File: src/rtl/tdc_pkg.sv
// Shared types and helpers for the multi-channel pulse TDC.
// State encoding, interval limit and coincidence detection used by tdc_multi.
package tdc_pkg;

    typedef enum logic {
        IDLE  = 1'b0,
        ARMED = 1'b1
    } tdc_state_e;

    function automatic int unsigned max_interval(input int unsigned cnt_w);
        return (32'd1 << cnt_w) - 32'd1;
    endfunction

    // Clearing the lowest set bit leaves something only if two or more were set.
    function automatic logic popcount_ge2(input logic [7:0] v);
        return (v & (v - 8'd1)) != 8'd0;
    endfunction

endpackage

File: src/rtl/tdc_edge_sync.sv
// Per-channel synchroniser and registered rising-edge hit detector.
// Optional afterpulse dead time is compiled in with TDC_DEADTIME_EN.
module tdc_edge_sync #(
    parameter int SYNC_STAGES = 2,
    parameter int DEAD_CYC    = 4
) (
    input  logic i_clk,
    input  logic i_rst,
    input  logic i_pulse,
    output logic o_hit
);

    logic [SYNC_STAGES-1:0] r_sync;
    logic                   r_prev;
    logic                   w_edge;
    logic                   w_hit;

    // Chain and history start high so a level held across reset is not a hit.
    assign w_edge = r_sync[SYNC_STAGES-1] & ~r_prev;

    always_ff @(posedge i_clk) begin
        if (i_rst) begin
            r_sync <= '1;
            r_prev <= 1'b1;
        end else begin
            r_sync <= {r_sync[SYNC_STAGES-2:0], i_pulse};
            r_prev <= r_sync[SYNC_STAGES-1];
        end
    end

`ifdef TDC_DEADTIME_EN
    localparam int DW = $clog2(DEAD_CYC + 1);

    logic [DW-1:0] r_dead;

    assign w_hit = w_edge & (r_dead == '0);

    always_ff @(posedge i_clk) begin
        if (i_rst) begin
            r_dead <= '0;
        end else if (w_hit) begin
            r_dead <= DW'(DEAD_CYC);
        end else if (r_dead != '0) begin
            r_dead <= r_dead - DW'(1);
        end
    end
`else
    assign w_hit = w_edge;
`endif

    always_ff @(posedge i_clk) begin
        if (i_rst) begin
            o_hit <= 1'b0;
        end else begin
            o_hit <= w_hit;
        end
    end

endmodule

File: src/rtl/tdc_multi.sv
// N-channel time-to-digital converter: interval between consecutive hits in clk cycles.
// Build option TDC_DEADTIME_EN enables per-channel afterpulse masking in tdc_edge_sync.
//
// state | meaning
// IDLE  | no open interval, waiting for a start hit
// ARMED | interval open, counting cycles since last hit
module tdc_multi
    import tdc_pkg::*;
#(
    parameter int N_CH        = 2,
    parameter int CNT_W       = 7,
    parameter int SYNC_STAGES = 2,
    parameter int DEAD_CYC    = 4
) (
    input  logic             i_clk,
    input  logic             i_rst,
    input  logic [N_CH-1:0]  i_pulse_in,
    output logic             o_event_valid,
    output logic [N_CH-1:0]  o_start_ch,
    output logic [N_CH-1:0]  o_end_ch,
    output logic [CNT_W-1:0] o_interval,
    output logic             o_timeout,
    output logic             o_busy
);

    localparam logic [CNT_W-1:0] MAX_INT = CNT_W'(max_interval(CNT_W));

    tdc_state_e       r_state;
    logic [CNT_W-1:0] r_count;
    logic [N_CH-1:0]  r_last_hit;
    logic [N_CH-1:0]  w_hit;
    logic [CNT_W-1:0] w_cnt_inc;
    logic             w_any_hit;
    logic             w_coinc;

    for (genvar g = 0; g < N_CH; g++) begin : g_ch
        tdc_edge_sync #(
            .SYNC_STAGES (SYNC_STAGES),
            .DEAD_CYC    (DEAD_CYC)
        ) u_edge_sync (
            .i_clk   (i_clk),
            .i_rst   (i_rst),
            .i_pulse (i_pulse_in[g]),
            .o_hit   (w_hit[g])
        );
    end

    assign w_cnt_inc = r_count + CNT_W'(1);
    assign w_any_hit = |w_hit;
    assign w_coinc   = popcount_ge2(8'(w_hit));
    assign o_busy    = (r_state == ARMED);

    always_ff @(posedge i_clk) begin
        if (i_rst) begin
            r_state       <= IDLE;
            r_count       <= '0;
            r_last_hit    <= '0;
            o_event_valid <= 1'b0;
            o_start_ch    <= '0;
            o_end_ch      <= '0;
            o_interval    <= '0;
            o_timeout     <= 1'b0;
        end else begin
            o_event_valid <= 1'b0;
            o_timeout     <= 1'b0;
            case (r_state)
                IDLE: begin
                    if (w_any_hit) begin
                        if (w_coinc) begin
                            o_event_valid <= 1'b1;
                            o_start_ch    <= '0;
                            o_end_ch      <= w_hit;
                            o_interval    <= '0;
                        end
                        r_last_hit <= w_hit;
                        r_count    <= '0;
                        r_state    <= ARMED;
                    end
                end
                ARMED: begin
                    // A hit in the expiry cycle takes priority over the timeout.
                    if (w_any_hit) begin
                        o_event_valid <= 1'b1;
                        o_start_ch    <= r_last_hit;
                        o_end_ch      <= w_hit;
                        o_interval    <= w_cnt_inc;
                        r_last_hit    <= w_hit;
                        r_count       <= '0;
                    end else if (w_cnt_inc == MAX_INT) begin
                        o_timeout  <= 1'b1;
                        r_last_hit <= '0;
                        r_count    <= '0;
                        r_state    <= IDLE;
                    end else begin
                        r_count <= w_cnt_inc;
                    end
                end
                default: r_state <= IDLE;
            endcase
        end
    end

endmodule

File: config.mk
export PLATFORM = sky130hd
export DESIGN_NAME = tdc_multi
export DESIGN_NICKNAME = d
export VERILOG_FILES = /design/src/rtl/tdc_pkg.sv /design/src/rtl/tdc_edge_sync.sv /design/src/rtl/tdc_multi.sv
export SDC_FILE = /design/constraint.sdc
export NUM_CORES = 1
export LEC_CHECK = 0
export CAP_MARGIN = 20
export CORE_MARGIN = 8
export CORE_UTILIZATION = 30
export CTS_CLUSTER_DIAMETER = 100
export DETAILED_ROUTE_END_ITERATION = 12
export PLACE_DENSITY = 0.48
export SLEW_MARGIN = 5
export SYNTH_ARGS = -nofsm -noshare
export SYNTH_HDL_FRONTEND = slang
export SYNTH_HIERARCHICAL = 1
export SYNTH_SLANG_ARGS = --single-unit
File: constraint.sdc
create_clock -name i_clk -period 1.98 [get_ports i_clk]
set_input_delay 0.198 -clock i_clk [delete_from_list [all_inputs] [get_ports i_clk]]
set_output_delay 0.198 -clock i_clk [all_outputs]
set_load 0.1 [all_outputs]
[Yosys cells after proc, flatten, opt, wreduce, memory -nomap -nowiden]
Index checks and enable logic that the tools add are counted.
Storage, ports and cells
  word-level logic and storage cells: 59
  register bits after elaboration: 31
  input port bits: 4
  output and inout bits: 14
Cells by class
  muxes and demuxes: 27
  add/sub/neg operators: 2
  reduce and logical (&&, ||, !) cells: 5
  bitwise operators: 6
  equal/unequal tests: 5
Operator list (number)
  7-bit two-way mux: 6
  7-bit case mux with 2 select lines: 2
  2-bit two-way mux: 8
  2-bit case mux with 2 select lines: 3
  2-bit by 8-bit AND with 8-bit output: 1
  8-bit nonzero test: 1
  7-bit by 1-bit adder with 7-bit output (second input constant): 1
  7-bit equality test (second input constant): 1
  1-bit two-way mux: 6
  2-bit inequality test (second input constant): 2
  1-bit case mux with 2 select lines: 2
  4-bit OR reduction: 1
  3-bit by 1-bit inequality test with 1-bit output (second input constant): 1
  1-bit NOT: 3
  3-bit AND reduction: 1
  2-bit by 1-bit subtractor with 3-bit output (second input constant): 1
  1-bit AND: 2
  2-bit by 1-bit inequality test with 1-bit output (second input constant): 1
  2-bit AND reduction: 1
  2-bit OR reduction: 1

[Depth between registers and ports, before layout]
  depth in word-level cells: 6
  depth in mapped cells: 8
  depth with buffers taken out: 7

[By module]
Netlist, hierarchy kept.
Modules (own cells, without submodules)
  tdc_multi: area each 1249.9 µm², cells an instance 146, instances 1
  tdc_edge_sync: area each 106.4 µm², cells an instance 8, instances 2

[Worst setup path after synthesis]
OpenSTA, ideal clock, no wires.
  path kind: flip-flop to flip-flop
  from: register r_state (netlist: o_busy)
  to: register o_start_ch[0]
  data arrival time: 1.973 ns
  path buffers: 2
  stages on the path, launching flop included: 7
  setup slack: -0.107 ns
  data required time: 1.865 ns
  period minus slack after synthesis: 2.087 ns
  cell sequence: dfxtp_1 > clkbuf_1 > inv_2 > buf_2 > nand2_1 > o21ai_0 > a2111oi_0
On the way
  longest elaborated chain between the ends: 3
  elaborated cells on any way between the ends: 6
Ends and longest elaborated chain
  from (decl): RTL line tdc_multi.sv:28  | tdc_state_e r_state;
  from (signal assigned): RTL line tdc_multi.sv:55  | r_state <= IDLE;
  from (signal assigned): RTL line tdc_multi.sv:77  | r_state <= ARMED;
  from (signal assigned): RTL line tdc_multi.sv:93  | r_state <= IDLE;
  1-bit NOT
  2-bit inequality test (no line)
  3-bit AND reduction (no line)
  to (signal assigned): RTL line tdc_multi.sv:84  | o_start_ch <= r_last_hit;
  to (decl): RTL line tdc_multi.sv:19  | output logic [N_CH-1:0] o_start_ch,
Parallel ways exist; a longest one is shown, timed or not.
A chain may end at the register's enable or synchronous reset.

[Worst setup path after layout]
  from: register r_count[0]
  to: register r_last_hit[1]
On the way
  longest elaborated chain between the ends: 4
Ends and longest elaborated chain
  from (decl): RTL line tdc_multi.sv:29  | logic [CNT_W-1:0] r_count;
  from (signal assigned): RTL line tdc_multi.sv:95  | r_count <= w_cnt_inc;
  7-bit by 1-bit adder with 7-bit output: RTL line tdc_multi.sv:48  | assign w_cnt_inc = r_count + CNT_W'(1);
  7-bit equality test: RTL line tdc_multi.sv:89  | end else if (w_cnt_inc == MAX_INT) begin
  3-bit by 1-bit inequality test with 1-bit output (no line)
  2-bit AND reduction (no line)
  to (signal assigned): RTL line tdc_multi.sv:75  | r_last_hit <= w_hit;
  to (signal assigned): RTL line tdc_multi.sv:87  | r_last_hit <= w_hit;
  to (decl): RTL line tdc_multi.sv:30  | logic [N_CH-1:0] r_last_hit;
Every way passes these cells.

==> results.md <==
- First-pass GRT wire length: 5840 um
- Level count of the clock H-tree: 2
- GRT Residual Overflow: 0
- Fin crit period: 1.86 ns
- VDD IR max: 0.000394 V
- Post-Syn Area per Cell: 9.03 um2
- Average wire per standard cell: 14.0 um
- Leak Pwr: 0.652 nW
- Cell with the most instances after synthesis: dfxtp_1
- Warnings from Yosys: 6
- Growth of design area from synthesis to finish: 23.0%
- CP max stage cell: or3b_1
- Class of the most critical hold timing path: flop to flop
- Global placer's final weighted congestion: 0.835
- Pwr Density: 686 nW/um2
- Largest net degree at the start of global routing: 26
- RSZ-0062 raised after global routing: false
- Net Count, Synth: 168
- Arrival time at the worst endpoint: 2.01 ns
- Instance count of the mapped netlist: 162
- Floorplan row count: 25
- Design area: 1800 um2
- Fraction of the cycle the final worst path needs: 94.2%
- Crit-path max FO: 7
- # Post-CTS Setup Buffers: 0
- Total clock buffers created by CTS: 5
- Number of DRC markers in iteration 0: 104
- Clock insertion delay at the later pin of the skew report: 0.27 ns
- Clock-pin slew of the registers on the worst-case setup and hold paths: 0.06 ns
- Share of final-layout standard cells stronger than drive strength 1: 26.5%
- Post-synth EDFFs: 0
- Detailed-router iteration count before antenna repair: 4
- Root buffer cell: clkbuf_8
- Chip width: 85.8 um
- Antenna violations before repair: 0
- Floorplan core area: 4720 um2
- Commonest cells post-synth: 31 x dfxtp_1, 13 x nand2_1, 12 x a21oi_1, 12 x nor2_1
- CP Data Required Time: 2.12 ns
- Top-area cell type share of the netlist area: 42.4%
- CP cell instances: inv_1 > ha_1 > nand2b_4 > or3b_1 > o311ai_2 > and3_1 > buf_4 > a311oi_2
- Vert. Die Dim: 85.8 um
- Pins over their slew limit: 0
- Status: finished clean
- Most area-consuming cells after synthesis: dfxtp_1 42%, a21oi_1 4.1%, nand2_1 3.3%
- Max cap viols: 0
- CTS tree: yes
- Overall track demand over capacity in global routing: 10.1%
- Total number of vias: 1243
- Register bit total from synthesis: 31
- Main synth FF type: dfxtp_1
- Largest area contributor in the synthesized netlist: dfxtp_1
- DR DRC count: 0
- Worst slew pin tran: 0.427 ns
- Post-synthesis cell area: 1460 um2
- Final HPWL from detailed placement: 2570 um
- Number of global-route vias before repair: 1162
- Area enclosed by the die boundary: 7370 um2
- Number of setup violations in the final report: 0
- Port bufs: 17
- Worst clock skew: 0.00301 ns
- Final number of hold-violating endpoints: 0
- Placement Cell Area: 1710 um2
- Setup TNS Final: 0 ns
- Max Fclk: 536 MHz
- # clock sinks: 31
- Critical path buffers and inverters: 2
- Routed wire length: 3530 um
- Class of the most critical setup path: flop to flop
- Number of primary I/O pins: 18
- Critical Path Source Type: flop
- Via-to-Cell Ratio: 4.93
- Antenna cell count: 0
- Biggest cell delay along the critical path: 0.39 ns
- Part of the Yosys area used for sequential elements: 42.4%
- Element type at the critical path end: flop
- Remaining antenna violation count after routing: 0
- Slew headroom: 70.8%
- Initial cell density of the core: 31.0%
- Post-synth cell types: 50
- Fraction of registers with async set or reset after synthesis: 0%
- Final layout net count: 191
- Kind of cell with the highest combined delay on the critical path: simple AND/OR/NAND/NOR gates
- Number of buffers between clock root and the deepest sink: 2
## stage by stage
stage	hold slack, ns	util, %	instances	power (mW)	setup WS [ns]
2_1_floorplan	0.274	-	162	0.721	0.136
3_5_place_dp	0.383	36.2	245	0.752	0.0929
6_report	0.388	38.1	252	1.23	0.116
5_1_grt	0.396	38.1	252	1.28	0.00830
3_3_place_gp	0.379	36.2	245	0.751	0.171
4_1_cts	0.394	38.0	252	1.25	0.0861
## metal layers
metal | wire [um] | track usage (%)
met1 | 1710 | 12.8
met2 | 1590 | 15.4
met3 | 182 | 3.25
met4 | 46 | 4.30
met5 | 0 | 0
## path summary, 6_finish.rpt
path                                                 start                        end  slack, ns  cells past startpoint
worst min-delay path            g_ch[0].u_edge_sync/r_prev  g_ch[0].u_edge_sync/o_hit       0.39                      1
worst min register to register  g_ch[0].u_edge_sync/r_prev  g_ch[0].u_edge_sync/o_hit       0.39                      1
worst max register to register                  r_count[0]              r_last_hit[1]       0.12                      8
worst max-delay path                            r_count[0]              r_last_hit[1]       0.12                      8
## cell families (layout without fill, tap and decap cells)
kind of cell               count (synthesis)  in the layout  share of synthesized area (%)
AOI/OAI and AO/OA                         47             47                           24.6
xor gates and xnor gates                   6              6                           3.59
adders and majority gates                  2              2                           1.71
buffers and inverters                     19             42                           6.50
DFF                                       31             31                           42.4
muxes                                      1              1                          0.684
and+or+nand+nor                           56             56                           20.5
## registers in the layout, summed over array words and instances, names as in the netlist, 2 cells and up
| register | cells |
|---|---|
| o_interval | 7 |
| r_last_hit | 2 |
| o_start_ch | 2 |
| r_count | 7 |
| o_end_ch | 2 |
| g_ch.u_edge_sync/o_hit | 2 |
| g_ch.u_edge_sync/r_sync | 4 |
| g_ch.u_edge_sync/r_prev | 2 |
## cells in the final DEF (no fill, tap or decap), types with 2 or more instances in the layout
master / synthesis / routed
nor2_1: 12 / 12
a2111oi_0: 5 / 5
nand3_1: 6 / 6
buf_4: 1 / 24
ha_1: 2 / 2
nand2_1: 13 / 13
a31oi_1: 3 / 3
o21ai_0: 5 / 5
nand2b_1: 3 / 3
inv_1: 4 / 4
xnor2_1: 3 / 3
a21oi_1: 12 / 12
inv_2: 3 / 3
dfxtp_1: 31 / 28
dfxtp_2: 0 / 3
or2_1: 6 / 6
and3_1: 2 / 2
nor3_1: 2 / 2
clkbuf_8: 0 / 6
o22ai_1: 3 / 3
a211oi_2: 3 / 3
a221oi_1: 3 / 3
xor2_1: 3 / 3
nor3b_1: 2 / 2
clkdlybuf4s50_1: 0 / 3
## area by class of cell
type | count | area, um2
Clock inverter | 1 | 5.00
Multi-Input combinational cell | 112 | 747
Sequential cell | 31 | 624
Timing Repair Buffer | 28 | 230
Inverter | 7 | 26.3
Tap cell | 67 | 83.8
Fill cell | 475 | 2920
Clock buffer | 6 | 82.6
## repair_timing
| action | in CTS | in global routing |
|---|---|---|
| endpoints found under the setup margin | 0 | 7 |
| gates resized for setup | 0 | 2 |
| hold buffers | 0 | 0 |
## where the power goes
part	switching (mW)	internal [mW]	total, mW
clock network	0.224	0.272	0.497
logic	0.0538	0.0327	0.0865
registers	0.0139	0.638	0.651
Note: power is estimated with default switching activity, not from simulation.
